<file path="config.mk">
export PLATFORM = sky130hd
export DESIGN_NAME = alarm_ring_ctrl
export DESIGN_NICKNAME = d
export VERILOG_FILES = /design/src/rtl/alarm_ring_ctrl.sv
export SDC_FILE = /design/constraint.sdc
export NUM_CORES = 1
export LEC_CHECK = 0
export CORE_MARGIN = 8
export CORE_UTILIZATION = 50
export CTS_CLUSTER_SIZE = 12
export DETAILED_ROUTE_END_ITERATION = 6
export HOLD_SLACK_MARGIN = 0.02
export PLACE_DENSITY = 0.93
export SLEW_MARGIN = 0
export SYNTH_ARGS = -nofsm -noshare
export SYNTH_HDL_FRONTEND = slang
export SYNTH_SLANG_ARGS = --single-unit
</file>
<file path="constraint.sdc">
create_clock -name CLK -period 6.31 [get_ports CLK]
set_clock_uncertainty 0.05 [all_clocks]
set_input_delay 0.631 -clock CLK [delete_from_list [all_inputs] [get_ports CLK]]
set_output_delay 0.631 -clock CLK [all_outputs]
set_load 0.02 [all_outputs]
</file>
<file path="src/rtl/alarm_ring_ctrl.sv">
// Alarm ring/snooze sequencer sitting around the time comparator.
// Optional feature macro: BUZZER_BEEP_EN (0.5 Hz beep in RING instead of a steady tone).
module alarm_ring_ctrl #(
   parameter int unsigned DAY_SEC          = 86400,
   parameter int unsigned SNOOZE_SEC       = 300,
   parameter int unsigned RING_TIMEOUT_SEC = 60,
   parameter int unsigned MAX_SNOOZE       = 3
) (
   input  logic        CLK,
   input  logic        RESETN,
   input  logic        TICK_1HZ,
   input  logic        ALARM_ENABLE,
   input  logic [16:0] ALARM_TIME,
   input  logic [16:0] CURRENT_TIME,
   input  logic        MATCH,
   input  logic        STOP,
   input  logic        SNOOZE,
   output logic [16:0] COMPARE_TIME,
   output logic        COMPARE_EN,
   output logic        BUZZER,
   output logic [1:0]  RING_STATE,
   output logic [1:0]  SNOOZE_CNT
);

   localparam int unsigned CNT_W = $clog2(RING_TIMEOUT_SEC + 1);
   localparam logic [CNT_W-1:0] RING_LAST = CNT_W'(RING_TIMEOUT_SEC - 1);
   localparam logic [1:0]  MAX_CNT  = 2'(MAX_SNOOZE);
   localparam logic [17:0] SNOOZE_W = 18'(SNOOZE_SEC);
   localparam logic [17:0] DAY_W    = 18'(DAY_SEC);

   typedef enum logic [1:0] {
      ST_IDLE   = 2'b00,
      ST_RING   = 2'b01,
      ST_SNOOZE = 2'b10,
      ST_BAD    = 2'b11
   } state_t;

   state_t           state_q, state_d;
   logic             buzzer_q, buzzer_d;
   logic [1:0]       snooze_cnt_q, snooze_cnt_d;
   logic [16:0]      compare_time_q, compare_time_d;
   logic             compare_en_q, compare_en_d;
   logic [CNT_W-1:0] ring_cnt_q, ring_cnt_d;
   logic             match_q;
   logic             match_rise;
   logic [17:0]      snooze_sum;
   logic [16:0]      snooze_target;

   assign match_rise    = MATCH & ~match_q;
   assign snooze_sum    = {1'b0, CURRENT_TIME} + SNOOZE_W;
   // Sum is at most two days minus one, so a single subtraction wraps it.
   assign snooze_target = 17'((snooze_sum >= DAY_W) ? (snooze_sum - DAY_W) : snooze_sum);

   always_ff @(posedge CLK) begin
      if (!RESETN) begin
         state_q        <= ST_IDLE;
         buzzer_q       <= 1'b0;
         snooze_cnt_q   <= 2'd0;
         compare_time_q <= 17'd0;
         compare_en_q   <= 1'b0;
         ring_cnt_q     <= '0;
         match_q        <= 1'b0;
      end else begin
         state_q        <= state_d;
         buzzer_q       <= buzzer_d;
         snooze_cnt_q   <= snooze_cnt_d;
         compare_time_q <= compare_time_d;
         compare_en_q   <= compare_en_d;
         ring_cnt_q     <= ring_cnt_d;
         match_q        <= MATCH;
      end
   end

   always_comb begin
      state_d        = state_q;
      buzzer_d       = buzzer_q;
      snooze_cnt_d   = snooze_cnt_q;
      compare_time_d = compare_time_q;
      compare_en_d   = compare_en_q;
      ring_cnt_d     = ring_cnt_q;

      case (state_q)
         ST_IDLE: begin
            compare_time_d = ALARM_TIME;
            compare_en_d   = ALARM_ENABLE;
            snooze_cnt_d   = 2'd0;
            buzzer_d       = 1'b0;
            ring_cnt_d     = '0;
            if (match_rise && ALARM_ENABLE) begin
               state_d      = ST_RING;
               buzzer_d     = 1'b1;
               compare_en_d = 1'b0;
            end
         end
         ST_RING: begin
            compare_en_d = 1'b0;
`ifdef BUZZER_BEEP_EN
            buzzer_d = TICK_1HZ ? ~buzzer_q : buzzer_q;
`else
            buzzer_d = 1'b1;
`endif
            if (TICK_1HZ) ring_cnt_d = ring_cnt_q + CNT_W'(1);
            if (STOP) begin
               state_d  = ST_IDLE;
               buzzer_d = 1'b0;
            end else if (SNOOZE && (snooze_cnt_q < MAX_CNT)) begin
               state_d        = ST_SNOOZE;
               buzzer_d       = 1'b0;
               compare_en_d   = 1'b1;
               compare_time_d = snooze_target;
               snooze_cnt_d   = snooze_cnt_q + 2'd1;
            end else if (TICK_1HZ && (ring_cnt_q == RING_LAST)) begin
               state_d  = ST_IDLE;
               buzzer_d = 1'b0;
            end
         end
         ST_SNOOZE: begin
            buzzer_d     = 1'b0;
            compare_en_d = 1'b1;
            if (STOP) begin
               state_d = ST_IDLE;
            end else if (match_rise) begin
               state_d      = ST_RING;
               buzzer_d     = 1'b1;
               compare_en_d = 1'b0;
               ring_cnt_d   = '0;
            end
         end
         default: begin
            state_d      = ST_IDLE;
            buzzer_d     = 1'b0;
            compare_en_d = 1'b0;
         end
      endcase

      // Disabling the alarm overrides every other event.
      if (!ALARM_ENABLE) begin
         state_d      = ST_IDLE;
         buzzer_d     = 1'b0;
         snooze_cnt_d = 2'd0;
         compare_en_d = 1'b0;
      end
   end

   assign COMPARE_TIME = compare_time_q;
   assign COMPARE_EN   = compare_en_q;
   assign BUZZER       = buzzer_q;
   assign RING_STATE   = state_q;
   assign SNOOZE_CNT   = snooze_cnt_q;

endmodule

</file>
After elaboration in Yosys (flattened, before gate mapping)
Index checks and enable logic that the tools add are counted.
{ "word_totals": {"in_bits": 41, "out_inout_bits": 23, "ff_bits": 30} }
{ "classes": {"muxes": 31, "n_reduce_logical": 10, "magnitude_cmp": 2, "bitwise": 2, "addsub": 4, "n_eq_ne": 11} }
{ "ops": {"columns": ["op", "n"], "rows": [
  ["$mux 17", 3],
  ["$pmux 17 s2", 1],
  ["$add 17x9->18 const B", 1],
  ["$ge 18x17->1 const B", 1],
  ["$mux 6", 3],
  ["$pmux 6 s3", 1],
  ["$sub 17x17->17 const B", 1],
  ["$mux 2", 8],
  ["$ne 2x2->1 const B", 6],
  ["$mux 1", 11],
  ["$add 6x1->6 const B", 1],
  ["$eq 6x6->1 const B", 1],
  ["$pmux 1 s3", 2],
  ["$pmux 2 s3", 1],
  ["$reduce_and 3->1", 2],
  ["$ne 4x4->1 const B", 1],
  ["$pmux 2 s2", 1],
  ["$reduce_and 4->1", 1],
  ["$logic_and 1x1->1", 3],
  ["$ne 3x3->1 const B", 1],
  ["$reduce_bool 3->1", 1],
  ["$add 2x1->2 const B", 1],
  ["$eq 2x1->1 const B", 1],
  ["$eq 2x2->1 const B", 1],
  ["other kinds (6)", 6]
]} }

Longest topological paths before layout
{ "logic_depth": {"depth_word": 6, "depth_mapped": 12, "mapped_depth_nobuf": 12} }

Worst setup path after synthesis
No wires, ideal clock.
{ "synth_timing": {"kind": "in2reg", "startpoint": "in CURRENT_TIME[2]", "endpoint": "reg compare_time_q[10] (netlist: COMPARE_TIME[10])", "slack_ns": 3.376, "required_time_ns": 6.144, "t_arrival_ns": 2.768, "cell_stages": 11, "setup_ns": 0.116, "path_cell_list": "inv_1 -> ha_1 -> nand2b_1 -> a21oi_4 -> nand4_1 -> xor2_1 -> o31a_1 -> or4b_4 -> mux2_4 -> nand3_1 -> nor2_1"} }
{ "synth_via": {"elab_chain_len": 6, "elab_cells_between_ends": 7, "cone_classes": "add/sub (2); order compare (1); mux (4)"} }
{ "synth_lines": {"columns": ["item", "line", "source"], "rows": [
  ["start, declared", "14", "input logic [16:0] CURRENT_TIME,"],
  ["$add 17x9->18 (*)", "50", "assign snooze_sum = {1'b0, CURRENT_TIME} + SNOOZE_W;"],
  ["$sub 17x17->17 or $ge 18x17->1 (tied branches)", "52", "assign snooze_target = 17'((snooze_sum >= DAY_W) ? (snooze_sum - DAY_W) : snooze_sum);"],
  ["$mux 17 (*)", "52", null],
  ["$mux 17 (*)", "106", "end else if (SNOOZE && (snooze_cnt_q < MAX_CNT)) begin"],
  ["$mux 17 (*)", "103", "if (STOP) begin"],
  ["$pmux 17 s2 (*)", "82", "case (state_q)"],
  ["end signal, assigned", "67", "compare_time_q <= compare_time_d;"],
  ["end, declared", "41", "logic [16:0] compare_time_q, compare_time_d;"]
]} }
Every way passes the cells marked *; elsewhere a longest branch is shown, timed or not. The select of a mux whose other input is x is not followed.
A chain may end at the register's enable or synchronous reset.

Worst setup path in the final report
{ "layout_timing": {"startpoint": "in CURRENT_TIME[2]", "endpoint": "reg compare_time_q[15] (netlist: COMPARE_TIME[15])"} }
The elaborated chain is that of the path after synthesis.

==> flow_metrics.tcl <==
set metrics [dict create \
    grt_pass1_wl_um 9830 \
    power_w 0.000547 \
    critical-path-max-stage-delay_ns 0.54 \
    post_cts_buffers 0 \
    routed_wl_um 5630 \
    synth_flop_cell "dfxtp_1" \
    drive_gt1_share_pct 5.41 \
    clk_path_buf_depth 2 \
    worstSetupPathType "in2reg" \
    whs_ns 0.430 \
    overflow 0 \
    cts_tree "done" \
    core-area_mm2 0.00394 \
    gp_congestion 0.910 \
    tightestPinTransition_ns 0.793 \
    p_seq_share_pct 37.9 \
    grt_use_met3_pct 6.42 \
    use_met2_pct 30.9 \
    netlist_area_mm2 0.00202 \
    leakage_nw 1.04 \
    syn_avg_cell_area_um2 8.00 \
    clockPowerShare_pct 34.9 \
    hold_buffers 0 \
    rows 23 \
    drc 0 \
    syn-num-nets 297 \
    status "finished clean" \
    hpwl_um 4380 \
    htreeDepth 2 \
    grt_pass1_vias 2154 \
    die_h_um 79.5 \
    vias_per_cell 5.77 \
    clock_latency_ns 0.28 \
    ir_drop_mv 0.0999 \
    antenna_cells 0 \
    first_pass_iters 4 \
    cp_common_cell "inv_1" \
    boundaryPins 64 \
    finalMaxSlewViolations 0 \
    p_sw_w 0.000155 \
    drtAntennaViolNets 0 \
    fin_crit_sh_pct 54.5 \
    die-area_mm2 0.00632 \
    met1_usage_pct 22.6 \
    cts_sinks 30 \
    crit_arrival_ns 3.58 \
    top_usage_layer "met2" \
    synth_cells 252 \
    path_max_fanout 5 \
    antenna_found_initial 0 \
    cts_buffers 5 \
    slowest_stage "clkdlybuf4s50_1" \
    synth-seq-area-share_pct 29.8 \
    cpLargestDelayFamily "compound AO/OA/AOI/OAI gates" \
    ys_ff_latch 30 \
    setup_tns_ns 0 \
    die_x_um 79.5 \
    synth_edf_count 0 \
    root_buffer "clkbuf_8" \
    setup_violations 0 \
    hp-class "reg2reg" \
    cts-resized-gates 0 \
    p_comb_share_pct 27.2 \
    ys_async_sr_fraction_pct 0 \
    drt_iter0_markers 144 \
    wl_per_cell_um 15.5 \
    p_per_area_mw_per_mm2 196 \
    rsz0062_at_grt "false" \
    portBuffers 63 \
    vias 2100 \
    cap_viol_max_count 0 \
    slew_headroom_pct 46.9 \
    cp_cell_sequence "clkdlybuf4s50_1 > inv_1 > ha_1 > and2b_1 > o21bai_1 > xnor2_1 > inv_1 > a211oi_1 > o31a_1 > nor2_1 > a21boi_0 > o311ai_0 > o32ai_1" \
    grt_usage_pct 19.0 \
    setup.worst_path.start_class "input port" \
    path_clk_slew_ns 0.06 \
    area_delta_synth_final_pct 38.1 \
    endpoint_kind "flop" \
    fin_crit_ns 3.44 \
    start_util_pct 51.1 \
    synth.distinct_cells 55 \
    fmax_ghz 0.291 \
    switching_share_pct 28.4 \
    yosysWarnings 0 \
    cp_num_buf_inv 3 \
    final_nets 358 \
    p_int_w 0.000392 \
    hold_viol 0 \
    grt_max_degree 19 \
    cp.required_ns 6.45 \
]
worst paths after layout:
kind,startpoint,end,slack (ns),depth (start not counted)
min reg2reg,COMPARE_TIME[7],COMPARE_TIME[7],0.43,2
max reg2reg,RING_STATE[0],COMPARE_TIME[10],3.71,6
max,CURRENT_TIME[2],COMPARE_TIME[15],2.87,13
min,COMPARE_TIME[7],COMPARE_TIME[7],0.43,2
synthesized netlist by cell type (2+ instances only):
cell	n	area [um2]
o32ai_1	7	61.3
mux2i_1	2	20.0
nand2_1	21	78.8
o21ai_0	7	35.0
a21oi_1	16	80.1
nor2_1	32	120
o32a_1	2	20.0
and3b_1	2	17.5
dfxtp_1	30	601
a211oi_1	12	90.1
a21o_1	2	15.0
ha_1	4	50.1
o21bai_1	3	22.5
clkbuf_1	8	30.0
nand4_1	5	31.3
a311oi_1	4	35.0
or3_1	3	18.8
o21a_1	3	22.5
xor2_1	10	87.6
xnor2_1	12	105
inv_1	9	33.8
nand2b_1	5	31.3
and2b_1	2	15.0
buf_2	2	10.0
nand3_1	11	55.1
nor3_1	4	20.0
nor2b_1	5	31.3
o311ai_0	2	17.5
per-layer routing:
layer / vias up / wire [um]
met1: 968 / 2430
met2: 78 / 2590
met5: - / 0
met4: 0 / 110
li1: 1045 / -
met3: 9 / 509
per-stage QoR:
| stage | cells | instance area [um2] | utilization, % | worst slack (ns) |
|---|---|---|---|---|
| final | 364 | 2780 | 70.6 | 2.87 |
| after global routing | 364 | 2780 | 70.6 | 2.55 |
| after CTS | 364 | 2780 | 70.6 | 2.89 |
| after detailed placement | 356 | 2680 | 67.9 | 2.61 |
| after global placement | 356 | 2680 | 67.9 | 2.71 |
| after floorplan | 252 | 2020 | - | 3.38 |
cells in the final DEF (no fill, tap or decap), types with 5 or more instances in the layout:
| cell type | instances |
|---|---|
| clkdlybuf4s50_1 | 63 |
| xnor2_1 | 12 |
| nand2b_1 | 5 |
| nor2_1 | 32 |
| inv_1 | 9 |
| a21oi_1 | 16 |
| xor2_1 | 10 |
| a211oi_1 | 12 |
| nand4_1 | 5 |
| nor2b_1 | 5 |
| nand2_1 | 21 |
| o21ai_0 | 7 |
| o32ai_1 | 7 |
| dfxtp_1 | 30 |
| clkbuf_8 | 5 |
| nand3_1 | 11 |
cells by family after synthesis:
family | synth area share [%]
AO/OA/AOI/OAI | 27.5
XOR/XNOR | 9.56
adder cells (fa/ha/maj) | 2.48
buffers and inverters | 3.85
flip-flops | 29.8
multiplexers | 1.74
AND/OR/NAND/NOR | 25.1
power groups by stage:
| stage | Clock (W) | Sequential (W) | Combinational (W) |
|---|---|---|---|
| finish | 0.000191 | 0.000207 | 0.000149 |
| detailed placement | 0 | 0.000211 | 0.000147 |
| CTS | 0.000194 | 0.000207 | 0.000148 |
| floorplan | 0 | 0.000223 | 0.0000706 |
| global route | 0.000203 | 0.000209 | 0.000162 |
| global placement | 0 | 0.000211 | 0.000146 |
final cells by class:
type	count	area [um2]
Inverter	10	37.5
Multi-Input combinational cell	202	1340
Fill cell	330	1160
Timing Repair Buffer	64	638
Tap cell	50	62.6
Sequential cell	30	601
Clock inverter	1	30.0
Clock buffer	7	76.3
flip-flops by register name, indices dropped and copies added (netlist names):
register      cells
BUZZER            1
COMPARE_EN        1
COMPARE_TIME     17
RING_STATE        2
SNOOZE_CNT        2
match_q           1
ring_cnt_q        6
worst register-to-register path, delay by kind of cell, from the launching register on:
| kind | cells | cell delay (ns) |
|---|---|---|
| flip-flops | 1 | 0.67 |
| multiplexers | 1 | 0.29 |
| AND/OR/NAND/NOR | 5 | 1.50 |
No activity file was read; power rests on OpenSTA's default activity.
